<file path="src/rtl/cpu_types_pkg.sv">
// Shared pipeline types: register specifiers and forwarding-select encoding.
package cpu_types_pkg;

    localparam int REG_BITS = 5;

    typedef logic [REG_BITS-1:0] regbits_t;

    typedef enum logic [1:0] {
        FWD_RF  = 2'b00,
        FWD_WB  = 2'b01,
        FWD_MEM = 2'b10
    } fwd_t;

endpackage

</file>
<file path="src/rtl/hazard_unit_if.sv">
// Output bundle of the hazard unit: stall controls, forwarding selects and stall tracking.
interface hazard_unit_if #(
    parameter int CNT_W = 32
);
    logic                 pc_en;
    logic                 ifid_en;
    logic                 idex_flush;
    cpu_types_pkg::fwd_t  forwardA;
    cpu_types_pkg::fwd_t  forwardB;
    cpu_types_pkg::fwd_t  forwardSW;
    logic                 stalled;
    logic [CNT_W-1:0]     stall_count;

    modport hu (
        output pc_en, ifid_en, idex_flush, forwardA, forwardB, forwardSW,
               stalled, stall_count
    );

    modport tb (
        input pc_en, ifid_en, idex_flush, forwardA, forwardB, forwardSW,
              stalled, stall_count
    );
endinterface

</file>
<file path="src/rtl/hazard_unit_forward_sel.sv">
// Picks the youngest in-flight producer of a source register; MEM beats WB, $0 never forwards.
module forward_sel
    import cpu_types_pkg::*;
#(
    parameter int REG_W = 5
) (
    input  logic [REG_W-1:0] src_reg,
    input  logic             en,
    input  logic             exmem_wen,
    input  logic [REG_W-1:0] exmem_dst,
    input  logic             mem_wen,
    input  logic [REG_W-1:0] mem_dst,
    output fwd_t             sel
);

    logic exmem_hit_s;
    logic mem_hit_s;

    assign exmem_hit_s = exmem_wen && (exmem_dst != {REG_W{1'b0}}) && (exmem_dst == src_reg);
    assign mem_hit_s   = mem_wen && (mem_dst != {REG_W{1'b0}}) && (mem_dst == src_reg);

    // Priority select of the forwarding source
    always_comb begin
        sel = FWD_RF;
        if (!en) begin
            sel = FWD_RF;
        end else if (exmem_hit_s) begin
            sel = FWD_MEM;
        end else if (mem_hit_s) begin
            sel = FWD_WB;
        end else begin
            sel = FWD_RF;
        end
    end

endmodule

</file>
<file path="src/rtl/hazard_unit.sv">
// Load-use stall detection, EX forwarding selects and a registered stall flag/counter.
module hazard_unit
    import cpu_types_pkg::*;
#(
    parameter int REG_W = 5,
    parameter int CNT_W = 32
) (
    input  logic             CLK,
    input  logic             nRST,
    input  logic [REG_W-1:0] ifid_rs,
    input  logic [REG_W-1:0] ifid_rt,
    input  logic [REG_W-1:0] idex_rs,
    input  logic [REG_W-1:0] idex_rt,
    input  logic             MemRead,
    input  logic             idex_MemWrite,
    input  logic [REG_W-1:0] stall_rt,
    input  logic             exmem_RegWEN,
    input  logic [REG_W-1:0] exmem_RegDst,
    input  logic             mem_RegWEN,
    input  logic [REG_W-1:0] mem_RegDst,
    hazard_unit_if.hu        huif
);

    logic             hz_s;
    logic             stalled_d;
    logic             stalled_q;
    logic [CNT_W-1:0] stall_count_d;
    logic [CNT_W-1:0] stall_count_q;

    // stalled_q blocks a second stall on the same load once the bubble is in flight
    assign hz_s = MemRead && (stall_rt != {REG_W{1'b0}})
               && ((stall_rt == ifid_rs) || (stall_rt == ifid_rt)) && !stalled_q;

    // Pipeline enables and bubble insertion
    always_comb begin
        huif.pc_en      = 1'b1;
        huif.ifid_en    = 1'b1;
        huif.idex_flush = 1'b0;
        if (hz_s) begin
            huif.pc_en      = 1'b0;
            huif.ifid_en    = 1'b0;
            huif.idex_flush = 1'b1;
        end else begin
            huif.pc_en      = 1'b1;
            huif.ifid_en    = 1'b1;
            huif.idex_flush = 1'b0;
        end
    end

    forward_sel #(.REG_W(REG_W)) u_fwd_a (
        .src_reg   (idex_rs),
        .en        (1'b1),
        .exmem_wen (exmem_RegWEN),
        .exmem_dst (exmem_RegDst),
        .mem_wen   (mem_RegWEN),
        .mem_dst   (mem_RegDst),
        .sel       (huif.forwardA)
    );

    forward_sel #(.REG_W(REG_W)) u_fwd_b (
        .src_reg   (idex_rt),
        .en        (1'b1),
        .exmem_wen (exmem_RegWEN),
        .exmem_dst (exmem_RegDst),
        .mem_wen   (mem_RegWEN),
        .mem_dst   (mem_RegDst),
        .sel       (huif.forwardB)
    );

    forward_sel #(.REG_W(REG_W)) u_fwd_sw (
        .src_reg   (idex_rt),
        .en        (idex_MemWrite),
        .exmem_wen (exmem_RegWEN),
        .exmem_dst (exmem_RegDst),
        .mem_wen   (mem_RegWEN),
        .mem_dst   (mem_RegDst),
        .sel       (huif.forwardSW)
    );

    // Next stall flag and saturating stall counter
    always_comb begin
        stalled_d     = hz_s;
        stall_count_d = stall_count_q;
        if (hz_s && (stall_count_q != {CNT_W{1'b1}})) begin
            stall_count_d = stall_count_q + {{(CNT_W-1){1'b0}}, 1'b1};
        end else begin
            stall_count_d = stall_count_q;
        end
    end

    // Stall tracking registers
    always_ff @(posedge CLK or negedge nRST) begin
        if (!nRST) begin
            stalled_q     <= 1'b0;
            stall_count_q <= {CNT_W{1'b0}};
        end else begin
            stalled_q     <= stalled_d;
            stall_count_q <= stall_count_d;
        end
    end

    assign huif.stalled     = stalled_q;
    assign huif.stall_count = stall_count_q;

endmodule

</file>
<file path="src/flat_wrapper.sv">
// flat-port wrapper written by rule: the top's interface ports become plain ports
module hazard_unit_flat import cpu_types_pkg::*;
#(
    parameter int REG_W = 5,
    parameter int CNT_W = 32
)
  (CLK, nRST, ifid_rs, ifid_rt, idex_rs, idex_rt, MemRead, idex_MemWrite, stall_rt, exmem_RegWEN, exmem_RegDst, mem_RegWEN, mem_RegDst, huif_pc_en, huif_ifid_en, huif_idex_flush, huif_forwardA, huif_forwardB, huif_forwardSW, huif_stalled, huif_stall_count);
  hazard_unit_if #(.CNT_W(CNT_W)) huif_i ();
  input  logic CLK;
  input  logic nRST;
  input  logic [REG_W-1:0] ifid_rs;
  input  logic [REG_W-1:0] ifid_rt;
  input  logic [REG_W-1:0] idex_rs;
  input  logic [REG_W-1:0] idex_rt;
  input  logic MemRead;
  input  logic idex_MemWrite;
  input  logic [REG_W-1:0] stall_rt;
  input  logic exmem_RegWEN;
  input  logic [REG_W-1:0] exmem_RegDst;
  input  logic mem_RegWEN;
  input  logic [REG_W-1:0] mem_RegDst;
  output wire logic [$bits(huif_i.pc_en)-1:0] huif_pc_en;
  output wire logic [$bits(huif_i.ifid_en)-1:0] huif_ifid_en;
  output wire logic [$bits(huif_i.idex_flush)-1:0] huif_idex_flush;
  output wire logic [$bits(huif_i.forwardA)-1:0] huif_forwardA;
  output wire logic [$bits(huif_i.forwardB)-1:0] huif_forwardB;
  output wire logic [$bits(huif_i.forwardSW)-1:0] huif_forwardSW;
  output wire logic [$bits(huif_i.stalled)-1:0] huif_stalled;
  output wire logic [$bits(huif_i.stall_count)-1:0] huif_stall_count;
  assign huif_pc_en = huif_i.pc_en;
  assign huif_ifid_en = huif_i.ifid_en;
  assign huif_idex_flush = huif_i.idex_flush;
  assign huif_forwardA = huif_i.forwardA;
  assign huif_forwardB = huif_i.forwardB;
  assign huif_forwardSW = huif_i.forwardSW;
  assign huif_stalled = huif_i.stalled;
  assign huif_stall_count = huif_i.stall_count;
  hazard_unit #(.REG_W(REG_W), .CNT_W(CNT_W)) u_core (.CLK(CLK), .nRST(nRST), .ifid_rs(ifid_rs), .ifid_rt(ifid_rt), .idex_rs(idex_rs), .idex_rt(idex_rt), .MemRead(MemRead), .idex_MemWrite(idex_MemWrite), .stall_rt(stall_rt), .exmem_RegWEN(exmem_RegWEN), .exmem_RegDst(exmem_RegDst), .mem_RegWEN(mem_RegWEN), .mem_RegDst(mem_RegDst), .huif(huif_i));
endmodule
</file>
<file path="config.mk">
export PLATFORM = sky130hd
export DESIGN_NAME = hazard_unit_flat
export DESIGN_NICKNAME = d
export VERILOG_FILES = /design/src/rtl/cpu_types_pkg.sv /design/src/rtl/hazard_unit_if.sv /design/src/rtl/hazard_unit_forward_sel.sv /design/src/rtl/hazard_unit.sv /design/src/flat_wrapper.sv
export SDC_FILE = /design/constraint.sdc
export NUM_CORES = 1
export LEC_CHECK = 0
export ABC_CLOCK_PERIOD_IN_PS = 4800
export BUFFER_PORTS_ARGS = -buffer_cell sky130_fd_sc_hd__buf_2
export CORE_UTILIZATION = 35
export CTS_BUF_LIST = sky130_fd_sc_hd__clkbuf_8
export DETAILED_ROUTE_END_ITERATION = 6
export GPL_TIMING_DRIVEN = 0
export HOLD_SLACK_MARGIN = 0.02
export SYNTH_ARGS = -nofsm -noshare
export SYNTH_HDL_FRONTEND = slang
export SYNTH_SLANG_ARGS = --single-unit
</file>
<file path="constraint.sdc">
create_clock -name CLK -period 4.8 [get_ports CLK]
set_input_delay 0.72 -clock CLK [delete_from_list [all_inputs] [get_ports CLK]]
set_output_delay 0.72 -clock CLK [all_outputs]
set_load 0.02 [all_outputs]
</file>
# == Yosys cells after proc, flatten, opt, wreduce, memory -nomap -nowiden ==
# Cells that the tools add are included.
# totals
register_bits,33
wordCells,32
# classes
eq_ne,7
n_mux,7
add_sub_neg,1
reduce_logical,15
# op_table
cell,count
$add 32x1->32 const B,1
$ne 32x32->1 const B,1
$eq 5x5->1,6
$reduce_bool 5->1,3
$logic_and 1x1->1,10
$mux 2,3
$mux 1,4
$logic_not 1->1,1
$logic_or 1x1->1,1

# == Depth between registers and ports, before layout ==
# logic_depth
ltp_word,6
depth_mapped,8
depth_no_buf,7

# == By module ==
# A second synthesis with hierarchy kept.
# unflattened
cells_unflattened,242
area_unflattened_um2,2194.6
# by_module_without_submodules
mod,area_each_um2,cells_each,seq_area_each_um2,instances
hazard_unit,1740.4,179,825.8,1
forward_sel,151.4,21,0.0,3

# == Worst setup path before layout ==
# OpenSTA, ideal clock, no wires.
# synth_path
path_type,input to output
from,input port exmem_RegDst[0]
to,output port huif_forwardSW[0]
t_required_ns,4.080
path_buffers,0
setup_slack_ns,1.743
path_stages,5
arrival_time_ns,2.337
path_cell_list,or4_1 -> o21ai_2 -> nor4_1 -> nor4_2 -> and2_1
# synth_via
elab_chain_cells,5
elab_cells_between_ends,6
cone_classes,eq/ne (1); mux (2); reduce/logical (3)
# synth_lines
item,line_no,text
start: declaration,flat_wrapper.sv:19,input logic [REG_W-1:0] exmem_RegDst;
$reduce_bool 5->1,n/a,
$logic_and 1x1->1,n/a,
$logic_and 1x1->1 (*),n/a,
named net u_core.u_fwd_b.exmem_hit_s,hazard_unit_forward_sel.sv:16,logic exmem_hit_s;
$mux 2 (*),n/a,
named net huif_forwardB[0],flat_wrapper.sv:26,output wire logic [$bits(huif_i.forwardB)-1:0] huif_forwardB;
$mux 2 (*),hazard_unit_forward_sel.sv:25,if (!en) begin
end: declaration,flat_wrapper.sv:27,output wire logic [$bits(huif_i.forwardSW)-1:0] huif_forwardSW;
# The timed path passes the listed nets; every way through them passes the cells marked *.

# == Final worst setup path ==
# layout_path
from,input port exmem_RegDst[0]
to,output port huif_forwardSW[0]
# layout_via
elab_chain_cells,5
elab_cells_between_ends,6
cone_classes,eq/ne (1); mux (2); reduce/logical (3)
# layout_lines
item,line_no,text
$reduce_bool 5->1,n/a,
$logic_and 1x1->1,n/a,
$logic_and 1x1->1 (*),n/a,
named net u_core.u_fwd_b.exmem_hit_s,hazard_unit_forward_sel.sv:16,
$mux 2 (*),hazard_unit_forward_sel.sv:27,end else if (exmem_hit_s) begin
$mux 2 (*),hazard_unit_forward_sel.sv:25,
# Marked as above.

==> impl_metrics.tcl <==
set metrics [dict create \
    grt_pass1_wl_microns 7810 \
    finalNetCount 329 \
    crit_path_frequent_cell "buf_2" \
    hold_end "u_core.huif.stall_count[17]$_DFFE_PN0P_" \
    synth_compound_gate_area_share_pct 3.87 \
    synth_xor_area_share_pct 24.7 \
    synth_top_family_by_area "simple AND/OR/NAND/NOR gates" \
    ys_warn_count 0 \
    core_region_area_sq_um 5960 \
    start_util_pct 36.4 \
    p_switching_uw 184 \
    cts_buffers 5 \
    synth-seq-cells 33 \
    netlist_area_sq_um 2170 \
    grt_pass1_vias 1671 \
    internal_power_uw 510 \
    finalSetupTns_ns 0 \
    drv_slew 0 \
    diodes 0 \
    hold-path-cell-count 1 \
    max_freq_ghz 0.339 \
    clkTransAtPathRegs_ns 0.07 \
    die_h_microns 80.7 \
    drtPass1Iterations 4 \
    num_io_pins 83 \
    synthAdderAreaFrac_pct 0.578 \
    wl_per_cell_microns 13.1 \
    clkLatencyLatePin_ns 0.28 \
    grt.total_usage_pct 15.7 \
    reg2reg_depth 7 \
    synthTopCellsByArea "dfrtp_1, xnor2_1, xor2_1" \
    dieWidth_microns 80.7 \
    finClkSkew_ns 0.00503 \
    cts_tree "done" \
    die-area_sq_um 6510 \
    power.density_nw_per_um2 249 \
    route.vias.total 1728 \
    crit_slowest_cell "or4_1" \
    ys_types 46 \
    status "finished, final reports clean" \
    post-synth-top-area-fraction_pct 38.1 \
    netlist_instances 198 \
    yosysMostFrequentCell "xnor2_1" \
    finalCritPeriodShare_pct 61.4 \
    synth-seq-area-share_pct 38.1 \
    cts_root_buf "clkbuf_8" \
    htree_levels 2 \
    cts_resized 0 \
    crit_path_start_kind "input port" \
    peakVddDrop_v 0.000147 \
    drive_above_1_share_pct 42.7 \
    pwr-share-clk_pct 38.9 \
    port_buffers 82 \
    seq_power_share_pct 44.3 \
    crit_chain "buf_2 -> or4_1 -> o21ai_2 -> nor4_1 -> nor4_2 -> and2_1 -> buf_2" \
    worstPathArrival_ns 2.23 \
    post-route-min-period_ns 2.95 \
    postRouteAntennaNets 0 \
    synth.area.mux_share_pct 0.520 \
    hold_buffers 0 \
    synth_edf_count 0 \
    drt_iter0_drc 63 \
    antenna_found_initial 0 \
    fin_cells 363 \
    p_leak_uw 0.00142 \
    synth_ff_type "dfrtp_1" \
    r2r_start "u_core.huif.stall_count[0]$_DFFE_PN0P_" \
    crit_fanout 3 \
    clockBufferDepth 2 \
    synth_common_cells "xnor2_1, dfrtp_1, xor2_1, nand3_1, nand2_1" \
    syn_nets 240 \
    swShare_pct 26.5 \
    fillers 602 \
    grt_max_degree 34 \
    place_inst 355 \
    drcViolationCount 0 \
    max_stage_delay_ns 0.53 \
    routabilityCongestion 0.789 \
    hold_start "u_core.huif.stall_count[17]$_DFFE_PN0P_" \
    rows 28 \
    grt_overflow 0 \
    hold_viol_final 0 \
    wl_microns 4760 \
    required_ns 4.08 \
    rsz0062_at_grt "no" \
    crit_family "simple AND/OR/NAND/NOR gates" \
    timing.rr.end "u_core.huif.stall_count[23]$_DFFE_PN0P_" \
    cts_num_sinks 33 \
    rrSetupSlack_ns 2.65 \
    hp-class "reg -> reg" \
    yosys.area.top_type "dfrtp_1" \
    relSlewSlack_pct 49.9 \
    worstPathBufferInverterCount 2 \
    tightest_slew_ns 0.751 \
    end_kind "output port" \
    setup_viol 0 \
    vias_per_cell 4.76 \
    synthArstFlopShare_pct 100 \
    syn_area_per_cell_sq_um 10.9 \
    maxCapViolCount 0 \
    worstSetupPathType "in -> out" \
    comb_power_share_pct 16.8 \
    synth-simple-area-share_pct 29.8 \
    area_growth_pct 28.7 \
    cts_setup_buffers 0 \
    dp_hpwl_microns 3700 \
]
sequential cells by signal (all words and copies together) (netlist names):
register                 flops
u_core.huif.stall_count     32
u_core.huif.stalled          1
cell type report:
class / instances / area [sq um] / area share [%]
multi-input combinational: 157 / 1290 / 46.2
inverter: 4 / 20.0 / 0.718
buffer: 4 / 33.8 / 1.21
tap: 75 / 93.8 / 3.37
timing repair buffer: 82 / 410 / 14.7
clock inverter: 2 / 33.8 / 1.21
clock buffer: 6 / 82.6 / 2.96
sequential: 33 / 826 / 29.6
cell usage in the layout (no fill, tap or decap), types with 4 or more instances in the layout:
| cell | netlist | final |
|---|---|---|
| nor4_2 | 4 | 4 |
| buf_2 | 0 | 82 |
| or4_1 | 4 | 4 |
| and3_1 | 6 | 6 |
| xnor2_1 | 35 | 35 |
| nand3_1 | 14 | 14 |
| clkbuf_8 | 0 | 6 |
| dfrtp_1 | 33 | 33 |
| nand2_1 | 13 | 13 |
| nor3_1 | 4 | 4 |
| nor2_1 | 5 | 5 |
| nor4_1 | 4 | 4 |
| nand4_1 | 6 | 6 |
| xor2_1 | 26 | 26 |
| inv_1 | 3 | 4 |
cell families (layout without fill, tap and decap cells):
kind of cell	after synthesis	in the layout
simple gates	87	87
compound gates	7	7
fa+ha+maj	1	1
flops	33	33
mux	1	1
buf+inv	8	98
xor+xnor	61	61
through the flow:
step | hold WS (ns) | util, % | instance area [sq um] | power [uW] | worst slack, ns
2_1_floorplan | 0.424 | - | 2170 | 377 | 1.74
3_3_place_gp | 0.478 | 44.8 | 2670 | 430 | 1.86
3_5_place_dp | 0.483 | 44.8 | 2670 | 432 | 1.84
4_1_cts | 0.492 | 46.8 | 2790 | 701 | 1.84
5_1_grt | 0.516 | 46.8 | 2790 | 730 | 1.74
6_report | 0.486 | 46.8 | 2790 | 694 | 1.85
worst reg2reg max path, stage by stage, from the launching register on:
cell and delay [ns]:
dfrtp_1 0.43, ha_1 0.22, and3_2 0.27, nand2_2 0.17
and4bb_4 0.28, nor3_4 0.35, nand4_1 0.16, xnor2_1 0.14
worst max path at each step:
| stage | to | slack [ns] | cells after the start | start |
|---|---|---|---|---|
| finish | huif_forwardSW[0] | 1.85 | 7 | exmem_RegDst[0] |
| global route | huif_forwardSW[0] | 1.74 | 7 | exmem_RegDst[0] |
| CTS | huif_forwardSW[0] | 1.84 | 7 | exmem_RegDst[0] |
| detailed placement | huif_forwardSW[0] | 1.84 | 7 | exmem_RegDst[0] |
| global placement | huif_forwardSW[0] | 1.86 | 7 | exmem_RegDst[0] |
| floorplan | huif_forwardSW[0] | 1.74 | 5 | exmem_RegDst[0] |
metal layers:
metal / vias up / GRT usage (%) / share of wire, %
li1: 874 / - / -
met1: 795 / 19.9 / 44
met2: 54 / 26.1 / 49
met3: 5 / 3.64 / 5.6
met4: 0 / 5.36 / 1.3
met5: - / 0 / 0
power groups by stage:
stage                     Combinational [uW]  Sequential [uW]  Clock [uW]
after floorplan                         49.8              327           0
after global placement                   117              313           0
after detailed placement                 119              313           0
after CTS                                119              308         274
after global routing                     129              311         291
final                                    116              307         270
(Power assumes the default switching activity.)
